<file path="src/rtl/wb_scoreboard.sv">
// wb_scoreboard: writeback stage in front of the register file.
// Merges the single-cycle ALU result stream and the long-latency (load /
// mul-div) result stream into the single regfile write port. It tracks
// destinations of in-flight long-latency ops in a pending scoreboard and
// tells decode to stall on RAW/WAW hazards. There is no forwarding, so a
// write sitting in the output register is also a hazard.
//
// Ports:
//   clk, rst                 clock, synchronous active-high reset
//   alu_valid/rd/data        ALU result, no backpressure, always wins
//   ld_valid/ready/rd/data   long-latency result, valid/ready handshake
//   iss_valid/rd             long-latency op issued (sets pending bit)
//   chk_ra1/ra2/rd           decode operands to check for hazards
//   hazard                   decode must stall
//   idle                     nothing pending, no write in flight
//   err                      sticky protocol error
//   rf_we/wa/wd              registered regfile write port
module wb_scoreboard #(
    parameter int XLEN = 32,
    parameter int NREG = 32,
    parameter int AW   = 5
) (
    input  logic            clk,
    input  logic            rst,
    input  logic            alu_valid,
    input  logic [AW-1:0]   alu_rd,
    input  logic [XLEN-1:0] alu_data,
    input  logic            ld_valid,
    output logic            ld_ready,
    input  logic [AW-1:0]   ld_rd,
    input  logic [XLEN-1:0] ld_data,
    input  logic            iss_valid,
    input  logic [AW-1:0]   iss_rd,
    input  logic [AW-1:0]   chk_ra1,
    input  logic [AW-1:0]   chk_ra2,
    input  logic [AW-1:0]   chk_rd,
    output logic            hazard,
    output logic            idle,
    output logic            err,
    output logic            rf_we,
    output logic [AW-1:0]   rf_wa,
    output logic [XLEN-1:0] rf_wd
);

    logic [NREG-1:0] pend_q, pend_d;
    logic            rf_we_q, rf_we_d;
    logic [AW-1:0]   rf_wa_q, rf_wa_d;
    logic [XLEN-1:0] rf_wd_q, rf_wd_d;
    logic            err_q, err_d;

    logic alu_wr;
    logic ld_acc;
    logic iss_set;

    // An ALU write to x0 is consumed without using the port, so the
    // long-latency stream may go through in that cycle.
    assign alu_wr   = alu_valid && (alu_rd != '0);
    assign ld_ready = !alu_wr;
    assign ld_acc   = ld_valid && ld_ready;
    assign iss_set  = iss_valid && (iss_rd != '0);

    always_comb begin
        rf_we_d = 1'b0;
        rf_wa_d = rf_wa_q;
        rf_wd_d = rf_wd_q;
        if (alu_wr) begin
            rf_we_d = 1'b1;
            rf_wa_d = alu_rd;
            rf_wd_d = alu_data;
        end else if (ld_acc && (ld_rd != '0)) begin
            rf_we_d = 1'b1;
            rf_wa_d = ld_rd;
            rf_wd_d = ld_data;
        end
    end

    // Clear before set: a completion and a new issue to the same register
    // in one cycle leave it pending for the newer op.
    always_comb begin
        pend_d = pend_q;
        if (ld_acc) pend_d[ld_rd] = 1'b0;
        if (iss_set) pend_d[iss_rd] = 1'b1;
        pend_d[0] = 1'b0;
    end

    // Re-issue to a pending register is legal only when that register
    // completes in the same cycle.
    always_comb begin
        err_d = err_q;
        if (ld_acc && (ld_rd != '0) && !pend_q[ld_rd]) err_d = 1'b1;
        if (iss_set && pend_q[iss_rd] && !(ld_acc && (ld_rd == iss_rd))) err_d = 1'b1;
    end

    always_ff @(posedge clk) begin
        if (rst) begin
            pend_q  <= '0;
            rf_we_q <= 1'b0;
            rf_wa_q <= '0;
            rf_wd_q <= '0;
            err_q   <= 1'b0;
        end else begin
            pend_q  <= pend_d;
            rf_we_q <= rf_we_d;
            rf_wa_q <= rf_wa_d;
            rf_wd_q <= rf_wd_d;
            err_q   <= err_d;
        end
    end

    function automatic logic src_haz(input logic [AW-1:0] ra);
        return (ra != '0) && (pend_q[ra] || (rf_we_q && (rf_wa_q == ra)));
    endfunction

    assign hazard = src_haz(chk_ra1) || src_haz(chk_ra2) ||
                    ((chk_rd != '0) && pend_q[chk_rd]);
    assign idle   = (pend_q == '0) && !rf_we_q;
    assign err    = err_q;
    assign rf_we  = rf_we_q;
    assign rf_wa  = rf_wa_q;
    assign rf_wd  = rf_wd_q;

endmodule

</file>
<file path="config.mk">
export PLATFORM = sky130hd
export DESIGN_NAME = wb_scoreboard
export DESIGN_NICKNAME = d
export VERILOG_FILES = /design/src/rtl/wb_scoreboard.sv
export SDC_FILE = /design/constraint.sdc
export NUM_CORES = 1
export LEC_CHECK = 0
export ABC_AREA = 1
export BUFFER_PORTS_ARGS = -buffer_cell sky130_fd_sc_hd__buf_2
export CORE_ASPECT_RATIO = 1.2
export CORE_MARGIN = 1
export CORE_UTILIZATION = 55
export DETAILED_ROUTE_END_ITERATION = 8
export HOLD_SLACK_MARGIN = 0.1
export PLACE_DENSITY = 0.83
export SETUP_SLACK_MARGIN = 0.02
export SLEW_MARGIN = 10
export SYNTH_ARGS = -nofsm -noshare
export SYNTH_HDL_FRONTEND = slang
export SYNTH_SLANG_ARGS = --single-unit
</file>
<file path="constraint.sdc">
create_clock -name clk -period 2.6 [get_ports clk]
set_input_delay 0.13 -clock clk [delete_from_list [all_inputs] [get_ports clk]]
set_output_delay 0.13 -clock clk [all_outputs]
set_load 0.03 [all_outputs]
</file>
==> out/metrics.cfg, run 1 <==
[status]
status=complete, no violations

[setup_path]
max_stage_delay_ns=0.56
reg2reg_depth=9
crit_chain=inv_1 > nand2_1 > nand3_1 > nand3_1 > nand3_1 > nand3_1 > nand2_1 > nand2_1 > nand2_1 > nand3_1 > buf_2
critPathKind=reg2out
critPathTopFamily=simple AND/OR/NAND/NOR gates
cp_slowest_cell=dfxtp_1
worst_setup_path_end_kind=primary output
worstPathArrival_ns=1.92
cp_max_fo=5
path_common_cell=nand3_1
cp.required_ns=2.47
crit_buf_inv=2
crit_cells=11
crit_path_start_kind=register

[routing]
drt_iter0_markers=571
wl_per_cell_um=14.7
vias=6288
drc_errors=0
routed_wl_um=16700
dr.pass1.iters=6
viasPerCell=5.53
drtAntennaViolNets=0

[final_layout]
fill_cells=894
layout-drive-gt1-share=0.168
num_antenna_cells=0
final_util=0.674
area_growth_pct=16.8
nets=1114
mostFrequentLayoutCell=nand2_1
layout_common_cells=nand2_1 (336), buf_2 (140), nor2_1 (100), o21ai_0 (86)

[clock_tree]
cts_tree=built
cts-htree-levels=3
postCtsSetupBuffers=0
cts_buffer_depth=2
post_cts_resized=0
cts_root_buffer=clkbuf_8
cts_made_buffers=9
cts.sink_count=70
clk_pin_slew_worst_paths_ns=0.09
insertion_delay_ns=0.36

[sta]
clock_skew_ns=0.00827
finalSetupViolations=0
rsz0062_at_grt=false
period_needed_ns=2.05
finalHoldViolCount=0
fmax_mhz=488
tns_ns=0
period_share=0.787
worstMarginPinSlew_ns=0.863
slew_headroom=0.424
finalMaxSlewViolations=0

[worst_hold_path]
min_delay_path_depth=5
hp-class=in2reg

[yosys]
yosysWarnings=0
syn_area_sq_um=5050
syn_inst=904
synth.net_count=1003
synth-seq-area-share=0.277
ys_async_sr_fraction=0
avgSynthCellArea_sq_um=5.59
ys_ff_latch=70
synth_edf_count=0
yosysUniqueCellTypes=34
yosys_most_used_dff=dfxtp_1

[die]
dieArea_sq_um=9580
coreArea_sq_um=8750
std_cell_rows=37
die_y_um=107
start_util=0.577
die_w_um=89.5
pin_count=141

[global_routing]
grtUsageTotal=0.370
grt.overflow.total=0
grt_max_degree=41
grt_pass1_wl_um=27100
antenna_found_initial=0
grt_pass1_vias=5508

[placement]
gp_congestion=0.979
dp_hpwl_um=12500
port_buffers=140

[flow_run]
max_cap_violations=0

[power_and_ir_drop]
peakVddDrop_mv=0.349
p_leak_nw=3.01
p_per_area_nw_per_um2=464

==> routing by layer <==
metal,up-vias,wire length (um),track usage
li1,3138,-,-
met1,2713,6470,0.460
met2,358,7640,0.567
met3,79,1720,0.0939
met4,0,886,0.223
met5,-,0,0
==> cell type report <==
type	instances	area, sq um	share of cell area
clock buffers	9	124	0.0210
clock inverters	7	55.1	0.00933
inverters	74	280	0.0475
multi-input cells	714	3140	0.533
flip-flops and latches	70	1400	0.238
well taps	117	146	0.0248
repair buffers	146	751	0.127
==> worst min-delay path, delay by kind of cell <==
family / cells / cell delay (ns)
AOI/OAI and AO/OA: 1 / 0.06
buffers and inverters: 1 / 0.07
and+or+nand+nor: 3 / 0.16
==> power breakdown <==
| group | total [mW] | switching, mW | internal [mW] |
|---|---|---|---|
| logic | 0.721 | 0.487 | 0.234 |
| registers | 1.18 | 0.0474 | 1.13 |
| clock network | 0.836 | 0.476 | 0.360 |
==> registers in the layout, indices dropped and copies added (netlist names) <==
signal,cells
rf_wa,5
rf_wd,32
err,1
rf_we,1
pend_q,31
==> Yosys cell counts, types with 2 or more instances <==
master | count | share of area
a21oi_1 | 52 | 0.052
buf_1 | 3 | 0.0022
buf_2 | 21 | 0.021
buf_4 | 4 | 0.0059
buf_6 | 2 | 0.0045
clkbuf_1 | 16 | 0.012
clkinv_1 | 2 | 0.0015
dfxtp_1 | 70 | 0.28
inv_1 | 67 | 0.050
inv_2 | 4 | 0.0030
nand2_1 | 336 | 0.25
nand3_1 | 70 | 0.069
nand4_1 | 7 | 0.0087
nor2_1 | 100 | 0.074
nor3_1 | 14 | 0.014
nor4_1 | 8 | 0.0099
o211ai_1 | 7 | 0.010
o21ai_0 | 86 | 0.085
o21ai_1 | 14 | 0.014
o22ai_1 | 6 | 0.0074
xnor2_1 | 2 | 0.0035
==> cell families after synthesis <==
kind of cell,count (synthesis),synth area share
compound gates,170,0.177
xor+xnor,3,0.00520
buf+inv,120,0.101
flops,70,0.277
simple gates,541,0.440
==> metrics by stage <==
step | hold WS [ns] | power, mW | setup WS (ns) | area [sq um] | std cells
floorplan | 0.340 | 1.69 | 1.09 | 5050 | 904
global placement | 0.458 | 1.91 | 0.742 | 5700 | 1119
detailed placement | 0.467 | 1.91 | 0.709 | 5700 | 1119
CTS | 0.102 | 2.73 | 0.620 | 5900 | 1137
global route | 0.128 | 2.87 | 0.411 | 5900 | 1137
finish | 0.104 | 2.74 | 0.553 | 5900 | 1137
==> final timing paths <==
check | slack [ns] | endpoint | startpoint
worst min-delay path | 0.10 | rf_wd[19]$_SDFFE_PP0P_ | alu_data[19]
worst min register to register | 0.48 | rf_wd[13]$_SDFFE_PP0P_ | rf_wd[13]$_SDFFE_PP0P_
worst max register to register | 1.12 | err$_SDFFE_PP0P_ | pend_q[14]$_SDFF_PP0_
worst max-delay path | 0.55 | hazard | pend_q[7]$_SDFF_PP0_
==> timing repair <==
action                                 in CTS  in global routing
hold buffers                                2                  0
setup endpoints to repair                   0                  0
endpoints found under the hold margin       1                  0
(Power assumes the default switching activity.)
==> run 2, diff against run 1 <==
Settings changed: CORE_UTILIZATION 55 to 48, PLACE_DENSITY 0.83 to 0.77.
Clock period 2.6 ns to 1.78 ns, I/O delays scaled along.
==> out/metrics.cfg, run 2 (synthesis gave the netlist of run 1 again) <==
[die]
start_util=0.500  ; -0.0777
die_w_um=95.7  ; +6.9%
coreArea_sq_um=10100  ; +16%
std_cell_rows=40  ; +8.1%
die_y_um=114  ; +6.9%
pin_count=141  ; unchanged
dieArea_sq_um=10900  ; +14%

[sta]
fmax_mhz=571
finalMaxSlewViolations=0  ; unchanged
tns_ns=0  ; unchanged
worstMarginPinSlew_ns=0.547  ; -0.316 ns
finalHoldViolCount=0  ; unchanged
slew_headroom=0.633  ; +0.208
finalSetupViolations=0  ; unchanged
period_needed_ns=1.75
rsz0062_at_grt=true
period_share=0.984
clock_skew_ns=0.00513  ; -0.00315 ns

[final_layout]
area_growth_pct=30.8
layout_common_cells=nand2_1 (336), buf_2 (138), nor2_1 (100), o21ai_0 (85), nand3_1 (70)
layout-drive-gt1-share=0.214  ; +0.0462
num_antenna_cells=0  ; unchanged
largest_reg_flops=32  ; unchanged
nets=1165  ; +4.6%
final_util=0.653  ; -0.0208
instances_no_fill=1197  ; +5.3%
mostFrequentLayoutCell=nand2_1
fill_cells=997  ; +12%

[routing]
dr.pass1.iters=5  ; -1
drt_iter0_markers=599  ; +4.9%
viasPerCell=5.61  ; +1.5%
vias=6716  ; +6.8%
drc_errors=0  ; unchanged
wl_per_cell_um=15.5  ; +5.5%
routed_wl_um=18600  ; +11%
drtAntennaViolNets=0  ; unchanged

[global_routing]
grt.overflow.total=0  ; unchanged
grtUsageTotal=0.349  ; -0.0205
grt_max_degree=38  ; -7.3%
grt_pass1_wl_um=29800  ; +9.9%
antenna_found_initial=0  ; unchanged
grt_pass1_vias=6169  ; +12%

[placement]
port_buffers=140  ; unchanged
dp_hpwl_um=13200  ; +5.1%
placed_cells=1145  ; +2.3%
gp_congestion=1.01  ; +3.0%

[clock_tree]
cts.sink_count=70  ; unchanged
cts_made_buffers=9  ; unchanged
cts_buffer_depth=2  ; unchanged
cts_root_buffer=clkbuf_16
cts-htree-levels=3  ; unchanged
clk_pin_slew_worst_paths_ns=0.06  ; -0.03 ns
cts_tree=built
insertion_delay_ns=0.34  ; -0.02 ns

[status]
status=complete, no violations

[setup_path]
critPathKind=reg2out
cp.required_ns=1.69  ; -0.78 ns
worst_setup_path_end_kind=primary output
crit_path_start_kind=register
cp_max_fo=4  ; -1
reg2reg_depth=10  ; +1
worstPathArrival_ns=1.66  ; -0.26 ns

[power_and_ir_drop]
peakVddDrop_mv=0.512  ; +47%
p_per_area_nw_per_um2=743  ; +60%
finalPower_mw=4.91  ; +79%
p_leak_nw=3.34  ; +11%

[worst_hold_path]
min_delay_path_depth=5  ; unchanged
hp-class=in2reg

[flow_run]
max_cap_violations=0  ; unchanged

## run 2: cell count changes in the layout (fill, tap and decap cells not counted), moves of 3 or more
cell	delta
inv_6	-3
dlygate4sd3_1	+32
dfxtp_4	+3
inv_1	-8
dfxtp_1	-29
clkbuf_8	-7
inv_2	+8
buf_4	+20
dfxtp_2	+26
clkbuf_16	+9
## run 2: what timing repair did
action	CTS	global route
buffers inserted	0	2
gates resized for setup	13	33
pin swaps	0	2
hold endpoints to repair	24	0
setup endpoints to repair	2	8
hold buffers	34	0
## run 2: final cells by class
class / count / area (sq um) / share of cell area
clock buffer: 11 / 253 / 0.0383
clock inverter: 5 / 81.3 / 0.0123
inverter: 74 / 280 / 0.0424
tap: 126 / 158 / 0.0239
sequential: 70 / 1450 / 0.219
timing repair buffer: 197 / 1230 / 0.186
multi-input combinational: 714 / 3160 / 0.478
## run 2: worst max-delay path: stages (launching register included)
cell     delay (ns)
dfxtp_2        0.35
nor4_1         0.32
nand4_1        0.21
nor3_2         0.24
buf_4          0.20
## run 2: worst paths after layout
check | start | endpoint | slack, ns
max reg2reg | pend_q[23]$_SDFF_PP0_ | err$_SDFFE_PP0P_ | 0.45
min | alu_data[29] | rf_wd[29]$_SDFFE_PP0P_ | 0.1
min reg2reg | rf_wd[28]$_SDFFE_PP0P_ | rf_wd[28]$_SDFFE_PP0P_ | 0.47
max | pend_q[20]$_SDFF_PP0_ | idle | 0.03
## run 2: report_power, final
group	switching, mW	leakage [nW]	internal [mW]	total [mW]
clock network	0.693	0.162	1.30	1.99
logic	0.761	2.58	0.431	1.19
registers	0.0663	0.590	1.65	1.72
total	1.52	3.34	3.39	4.91
## run 2: stage by stage
| stage | hold WS (ns) | instance area [sq um] | setup WS [ns] |
|---|---|---|---|
| 3_5_place_dp | 0.419 | 5850 | 0.229 |
| 6_report | 0.0975 | 6610 | 0.0285 |
| 5_1_grt | 0.125 | 6610 | -0.0370 |
| 2_1_floorplan | 0.299 | 5050 | 0.308 |
| 4_1_cts | 0.100 | 6550 | 0.0245 |
| 3_3_place_gp | 0.414 | 5850 | 0.241 |
## run 2: layer usage
| metal | vias up | part of all wire | GRT usage |
|---|---|---|---|
| met1 | 2967 | 0.38 | 0.422 |
| met4 | 0 | 0.050 | 0.194 |
| met5 | - | 0 | 0 |
| li1 | 3244 | - | - |
| met2 | 425 | 0.47 | 0.572 |
| met3 | 80 | 0.096 | 0.0724 |
